`src/rtl/riscv_run_monitor_pkg.sv`:
```
// Shared types and constants for the RISC-V run controller/monitor and its PC stall detector.
package riscv_run_monitor_pkg;

  typedef enum logic [2:0] {
    ST_IDLE       = 3'd0,
    ST_RESET_HOLD = 3'd1,
    ST_RUN        = 3'd2,
    ST_HALTED     = 3'd3,
    ST_TIMEOUT    = 3'd4
  } run_state_e;

  typedef enum logic [1:0] {
    HR_NONE      = 2'd0,
    HR_HALT_INSN = 2'd1,
    HR_SELF_LOOP = 2'd2,
    HR_TIMEOUT   = 2'd3
  } halt_reason_e;

  // ebreak ends a program; "jal x0, 0" is the usual way a program parks itself in a self-loop
  localparam logic [31:0] EBREAK_INSN    = 32'h0010_0073;
  localparam logic [31:0] SELF_LOOP_INSN = 32'h0000_006F;

endpackage : riscv_run_monitor_pkg

```
`src/rtl/pc_stall_detector.sv`:
```
// Tracks the previous PC and how many consecutive RUN cycles it has stayed unchanged,
// flagging a PC change and the cycle on which the self-loop limit is reached.
module pc_stall_detector
  import riscv_run_monitor_pkg::*;
#(
  parameter int XLEN        = 64,
  parameter int STALL_LIMIT = 8
) (
  input  logic            clk,
  input  logic            reset,
  input  logic            clear_i,
  input  logic            en_i,
  input  logic [XLEN-1:0] pc_i,
  output logic            changed_o,
  output logic            stalled_o
);

  localparam int SW = $clog2(STALL_LIMIT);
  // Trip when the count is one short of the limit and the PC repeats once more.
  localparam logic [SW-1:0] STALL_TRIP = SW'(STALL_LIMIT - 2);
  localparam logic [SW-1:0] STALL_MAX  = SW'(STALL_LIMIT - 1);

  logic [XLEN-1:0] prev_pc_q, prev_pc_d;
  logic [SW-1:0]   stall_q, stall_d;
  logic            first_q, first_d;
  logic            same_pc;

  assign same_pc   = (pc_i == prev_pc_q);
  assign changed_o = en_i && !first_q && !same_pc;
  assign stalled_o = en_i && !first_q && same_pc && (stall_q == STALL_TRIP);

  always_comb begin
    // NOTE: every signal written here gets a default first, so no path leaves it unassigned and no latch is inferred.
    prev_pc_d = prev_pc_q;
    stall_d   = stall_q;
    first_d   = first_q;
    if (clear_i) begin
      stall_d = '0;
      first_d = 1'b1;
    end else if (en_i) begin
      prev_pc_d = pc_i;
      first_d   = 1'b0;
      if (first_q || !same_pc) begin
        stall_d = '0;
      end else if (stall_q != STALL_MAX) begin
        stall_d = stall_q + 1'b1;
      end
    end
  end

  always_ff @(posedge clk or posedge reset) begin
    if (reset) begin
      prev_pc_q <= '0;
      stall_q   <= '0;
      first_q   <= 1'b1;
    end else begin
      // NOTE: non-blocking assignments so every register samples pre-edge values regardless of statement order.
      prev_pc_q <= prev_pc_d;
      stall_q   <= stall_d;
      first_q   <= first_d;
    end
  end

endmodule : pc_stall_detector

```
`src/rtl/riscv_run_monitor.sv`:
```
// Run controller beside the RISC-V core: sequences core reset, counts cycles and retired
// instructions, detects halt / self-loop / timeout and folds Result into a signature.
module riscv_run_monitor
  import riscv_run_monitor_pkg::*;
#(
  parameter int          XLEN         = 64,
  parameter int          RESET_CYCLES = 4,
  parameter int          MAX_CYCLES   = 1500,
  parameter int          STALL_LIMIT  = 8,
  parameter logic [31:0] HALT_INSN    = EBREAK_INSN,
  parameter int          CNT_W        = 32
) (
  input  logic             clk,
  input  logic             reset,
  input  logic             start,
  input  logic [XLEN-1:0]  pc_in,
  input  logic [31:0]      instr_in,
  input  logic [XLEN-1:0]  result_in,
  output logic             core_reset,
  output logic             running,
  output logic             done,
  output logic [1:0]       halt_reason,
  output logic [CNT_W-1:0] cycle_count,
  output logic [CNT_W-1:0] instr_count,
  output logic [XLEN-1:0]  signature
);

  localparam int HW = (RESET_CYCLES > 1) ? $clog2(RESET_CYCLES) : 1;
  localparam logic [HW-1:0] HOLD_LAST = HW'(RESET_CYCLES - 1);

  run_state_e       state_q, state_d;
  logic [HW-1:0]    hold_q, hold_d;
  logic [CNT_W-1:0] cycle_q, cycle_d;
  logic [CNT_W-1:0] instr_q, instr_d;
  logic [XLEN-1:0]  sig_q, sig_d;
  halt_reason_e     reason_q, reason_d;
  logic             done_q, done_d;

  logic             in_run;
  logic             start_run;
  logic             pc_changed;
  logic             hit_halt;
  logic             hit_loop;
  logic             hit_timeout;
  logic [CNT_W-1:0] cycle_inc;
  logic [CNT_W-1:0] instr_inc;

  assign in_run    = (state_q == ST_RUN);
  assign start_run = start && (state_q inside {ST_IDLE, ST_HALTED, ST_TIMEOUT});

  pc_stall_detector #(
    .XLEN        (XLEN),
    .STALL_LIMIT (STALL_LIMIT)
  ) u_stall (
    .clk       (clk),
    .reset     (reset),
    .clear_i   (start_run),
    .en_i      (in_run),
    .pc_i      (pc_in),
    .changed_o (pc_changed),
    .stalled_o (hit_loop)
  );

  // Saturating increments: counters stick at all-ones instead of wrapping.
  assign cycle_inc   = (cycle_q == '1) ? cycle_q : cycle_q + 1'b1;
  assign instr_inc   = (instr_q == '1) ? instr_q : instr_q + 1'b1;
  assign hit_halt    = in_run && (instr_in == HALT_INSN);
  assign hit_timeout = in_run && (cycle_inc >= CNT_W'(MAX_CYCLES));

  // State register
  always_ff @(posedge clk or posedge reset) begin
    if (reset) begin
      state_q <= ST_IDLE;
    end else begin
      state_q <= state_d;
    end
  end

  // Next-state logic
  always_comb begin
    state_d = state_q;
    unique case (state_q)
      ST_IDLE, ST_HALTED, ST_TIMEOUT: begin
        if (start) state_d = ST_RESET_HOLD;
      end
      ST_RESET_HOLD: begin
        if (hold_q == HOLD_LAST) state_d = ST_RUN;
      end
      ST_RUN: begin
        if (hit_halt || hit_loop) state_d = ST_HALTED;
        else if (hit_timeout)     state_d = ST_TIMEOUT;
      end
      default: state_d = ST_IDLE;
    endcase
  end

  // Output logic: the core is only released while running.
  always_comb begin
    running    = in_run;
    core_reset = !in_run;
  end

  // Counters, signature and end-of-run status
  always_comb begin
    hold_d   = hold_q;
    cycle_d  = cycle_q;
    instr_d  = instr_q;
    sig_d    = sig_q;
    reason_d = reason_q;
    done_d   = 1'b0;

    if (start_run) begin
      hold_d   = '0;
      cycle_d  = '0;
      instr_d  = '0;
      sig_d    = '0;
      reason_d = HR_NONE;
    end else if (state_q == ST_RESET_HOLD) begin
      hold_d = hold_q + 1'b1;
    end else if (in_run) begin
      cycle_d = cycle_inc;
      if (pc_changed) instr_d = instr_inc;
      sig_d = {sig_q[XLEN-2:0], sig_q[XLEN-1]} ^ result_in;
      if (hit_halt) begin
        reason_d = HR_HALT_INSN;
        done_d   = 1'b1;
      end else if (hit_loop) begin
        reason_d = HR_SELF_LOOP;
        done_d   = 1'b1;
      end else if (hit_timeout) begin
        reason_d = HR_TIMEOUT;
        done_d   = 1'b1;
      end
    end
  end

  always_ff @(posedge clk or posedge reset) begin
    if (reset) begin
      hold_q   <= '0;
      cycle_q  <= '0;
      instr_q  <= '0;
      sig_q    <= '0;
      reason_q <= HR_NONE;
      done_q   <= 1'b0;
    end else begin
      hold_q   <= hold_d;
      cycle_q  <= cycle_d;
      instr_q  <= instr_d;
      sig_q    <= sig_d;
      reason_q <= reason_d;
      done_q   <= done_d;
    end
  end

  assign done        = done_q;
  assign halt_reason = reason_q;
  assign cycle_count = cycle_q;
  assign instr_count = instr_q;
  assign signature   = sig_q;

endmodule : riscv_run_monitor

```
`config.mk`:
```
export PLATFORM = sky130hd
export DESIGN_NAME = riscv_run_monitor
export DESIGN_NICKNAME = d
export VERILOG_FILES = /design/src/rtl/riscv_run_monitor_pkg.sv /design/src/rtl/pc_stall_detector.sv /design/src/rtl/riscv_run_monitor.sv
export SDC_FILE = /design/constraint.sdc
export NUM_CORES = 1
export LEC_CHECK = 0
export CORE_ASPECT_RATIO = 0.75
export CORE_MARGIN = 8
export CORE_UTILIZATION = 44
export DETAILED_ROUTE_END_ITERATION = 8
export GPL_TIMING_DRIVEN = 0
export PLACE_DENSITY = 0.77
export SLEW_MARGIN = 20
export SYNTH_ARGS = -nofsm -noshare
export SYNTH_HDL_FRONTEND = slang
export SYNTH_SLANG_ARGS = --single-unit
```
`constraint.sdc`:
```
create_clock -name clk -period 6.5 [get_ports clk]
set_input_delay 0.65 -clock clk [delete_from_list [all_inputs] [get_ports clk]]
set_output_delay 0.65 -clock clk [all_outputs]
set_load 0.02 [all_outputs]
```
==> impl_metrics.json <==
{
  "cts_resized": 0,
  "synth.top_cell.area_share_pct": 46.49,
  "clkPwrFrac_pct": 23.3,
  "dpl.hpwl_mm": 27.74,
  "switchingPower_w": 0.002144,
  "layout-drive-gt1-share_pct": 3.974,
  "skew_ns": 0.01334,
  "syn_area_mm2": 0.01093,
  "clockBufferDepth": 3,
  "syn_area_per_cell_um2": 8.950,
  "worstMarginPinSlew_ns": 1.063,
  "combPwrFrac_pct": 40.3,
  "track_usage_pct": 23.66,
  "ys_top_cells_by_count": "245 x nand2_1, 203 x dfrtp_1, 107 x o21ai_0",
  "post-route-drc-count": 0,
  "ys.flop_type": "dfrtp_1",
  "die-area_mm2": 0.03019,
  "synthTopCellsByArea": "dfrtp_1 46%, nand2_1 8.4%, xnor2_1 5.9%",
  "p_int_w": 0.003277,
  "power.density_mw_per_mm2": 358.7,
  "slew_headroom_pct": 28.46,
  "postLayoutCoreUtil_pct": 61.31,
  "io_buffers": 295,
  "synth_cell_types": 62,
  "async_flop_share_pct": 100.0,
  "finalNetCount": 1713,
  "slew_violations": 0,
  "fin_setup_tns_ns": 0,
  "num_io_pins": 296,
  "fin_crit_sh_pct": 74.12,
  "antenna_found_initial": 0,
  "insertion_delay_ns": 0.51,
  "cts_buffers": 23,
  "grt_max_degree": 102,
  "worstPathMaxFanout": 10,
  "drt_pass1_iterations": 7,
  "fill_cells": 2112,
  "status": "finished, final reports clean",
  "holdCritPathClass": "input port to asynchronous set/reset pin",
  "setup-violations-final": 0,
  "vias_per_cell": 5.568,
  "drt-total-wl_mm": 36.94,
  "synthCells": 1221,
  "synth_edf_count": 0,
  "grt_overflow_total": 0,
  "seqPwrFrac_pct": 36.4,
  "die_y_um": 152.5,
  "rsz0062_at_grt": "false",
  "worstSetupPathType": "flip-flop to output port",
  "cp.arrival_ns": 4.17,
  "drtIter0Drc": 995,
  "maxCapViolations": 0,
  "ys_ff_latch": 204,
  "via_count": 10570,
  "insertedDiodeCount": 0,
  "rows": 50,
  "report.final.hold_viol_count": 0,
  "p_leak_nw": 6.442,
  "place_congestion": 0.9075,
  "post-cts-setup-buffer-count": 0,
  "die_w_um": 198.0,
  "ys_warn_count": 0,
  "grt_pass1_vias": 10500,
  "clk_pin_slew_worst_paths_ns": 0.06,
  "cts_num_sinks": 204,
  "cts_max_level": 1,
  "fmax_mhz": 207.6,
  "post-route-min-period_ns": 4.817,
  "vdd_ir_drop_max_mv": 0.2209,
  "coreArea_mm2": 0.02465,
  "cts_root_buf": "clkbuf_16",
  "synth_top_area_cell": "dfrtp_1",
  "syn-num-nets": 1390,
  "synth.most_common_cell": "nand2_1",
  "grt_pass1_wl_mm": 58.02,
  "end_kind": "output port",
  "initial_utilization_pct": 44.34,
  "ant_nets": 0,
  "area_delta_synth_final_pct": 38.30,
  "start_kind": "flip-flop",
  "synth-seq-area-share_pct": 46.73,
  "postCtsHoldBufs": 0,
  "cts_tree": "yes",
  "switching_share_pct": 39.55,
  "avgRoutedWirePerCell_um": 19.46,
  "worstPathRequired_ns": 5.85
}
==> routing by layer <==
metal	track usage (%)	vias to the layer above	wire length, um
met2	37.12	458	16820
met4	5.500	0	712
met3	6.687	59	3503
met1	31.91	5110	15900
met5	0	-	0
li1	-	4941	-
==> per-stage QoR <==
step | instances | setup WS [ns] | total power, W | area, um^2 | hold slack [ns]
6_report | 1898 | 1.683 | 0.005421 | 15110 | 0.4377
3_5_place_dp | 1857 | 2.183 | 0.004169 | 14380 | 0.4824
3_3_place_gp | 1854 | -2.661 | 0.004097 | 14300 | 0.4772
5_1_grt | 1898 | 1.440 | 0.005765 | 15110 | 0.4360
2_1_floorplan | 1221 | 0.2842 | 0.003232 | 10930 | 0.4655
4_1_cts | 1898 | 1.632 | 0.005461 | 15110 | 0.4192
==> logic make-up after synthesis <==
group           after synthesis  share of synthesized area, %
flops                       204                         46.73
compound gates              203                         11.56
mux                          16                         1.523
simple gates                564                         24.93
fa+ha+maj                     6                        0.6870
xor+xnor                    144                         11.54
buf+inv                      84                         3.034
==> power groups by stage <==
stage	logic (W)	clock network (W)	registers, W
after floorplan	0.00113	0	0.00211
after global placement	0.00213	0	0.00197
after detailed placement	0.00219	0	0.00198
after CTS	0.00220	0.00129	0.00197
after global routing	0.00241	0.00134	0.00202
final	0.00219	0.00126	0.00197
==> worst max-delay path: stages (launching register included) <==
cell and delay, ns:
dfrtp_1 0.42, inv_1 0.12, or3_1 0.19, clkbuf_1 0.60
clkbuf_1 0.48, clkbuf_1 0.51, buf_1 0.59, clkdlybuf4s50_1 0.73
==> sequential cells by signal (all words and copies together) (netlist names) <==
signal	flops
signature	64
u_stall.prev_pc_q	64
cycle_count	32
instr_count	32
state_q	3
u_stall.stall_q	3
halt_reason	2
hold_q	2
done	1
u_stall.first_q	1
==> path summary, 6_finish.rpt <==
path / slack, ns / from / cells after the start / endpoint
setup / recovery: 1.68 / state_q[1] / 7 / core_reset
hold / removal: 0.44 / reset / 2 / signature[28]
max in group asynchronous: 5.34 / reset / 3 / cycle_count[10]
setup reg to reg: 2.86 / cycle_count[0] / 9 / done
min in group clk: 0.50 / u_stall.prev_pc_q[12] / 2 / u_stall.prev_pc_q[12]
hold reg to reg: 0.50 / u_stall.prev_pc_q[12] / 2 / u_stall.prev_pc_q[12]
==> layout make-up <==
| type | instances | area [um^2] | area share, % |
|---|---|---|---|
| plain buffers | 70 | 279.0 | 1.846 |
| clock inverters | 2 | 13.76 | 0.09107 |
| clock buffers | 39 | 715.7 | 4.736 |
| multi-input cells | 933 | 5503 | 36.41 |
| flip-flops and latches | 204 | 5106 | 33.79 |
| repair buffers | 298 | 3013 | 19.94 |
| well taps | 338 | 422.9 | 2.798 |
| inverters | 14 | 60.06 | 0.3974 |
==> layout by cell type, fill, tap and decap left out, types with 4 or more instances in the layout <==
cell and count:
buf_1 5, ha_1 6, nand3_1 96, clkbuf_8 8, o31ai_1 12, or4_1 11, o211ai_1 5, and3_1 20
nor3_1 16, nand4_1 36, nor4b_1 5, dfrtp_1 203, or3_1 4, xnor2_1 74, xor2_1 70, and2_1 9
and4_1 13, a22o_1 8, buf_2 7, nand2_1 245, clkbuf_1 65, a41o_1 4, nor2_1 53, nand2b_1 12
o41ai_1 5, a211oi_1 4, o211a_1 4, clkbuf_16 23, mux2i_1 11, nor4_1 29, a21oi_1 23, mux2_2 5
inv_1 13, a31oi_1 9, clkdlybuf4s50_1 295, o21ai_0 107
No activity file was read; power rests on OpenSTA's default activity.
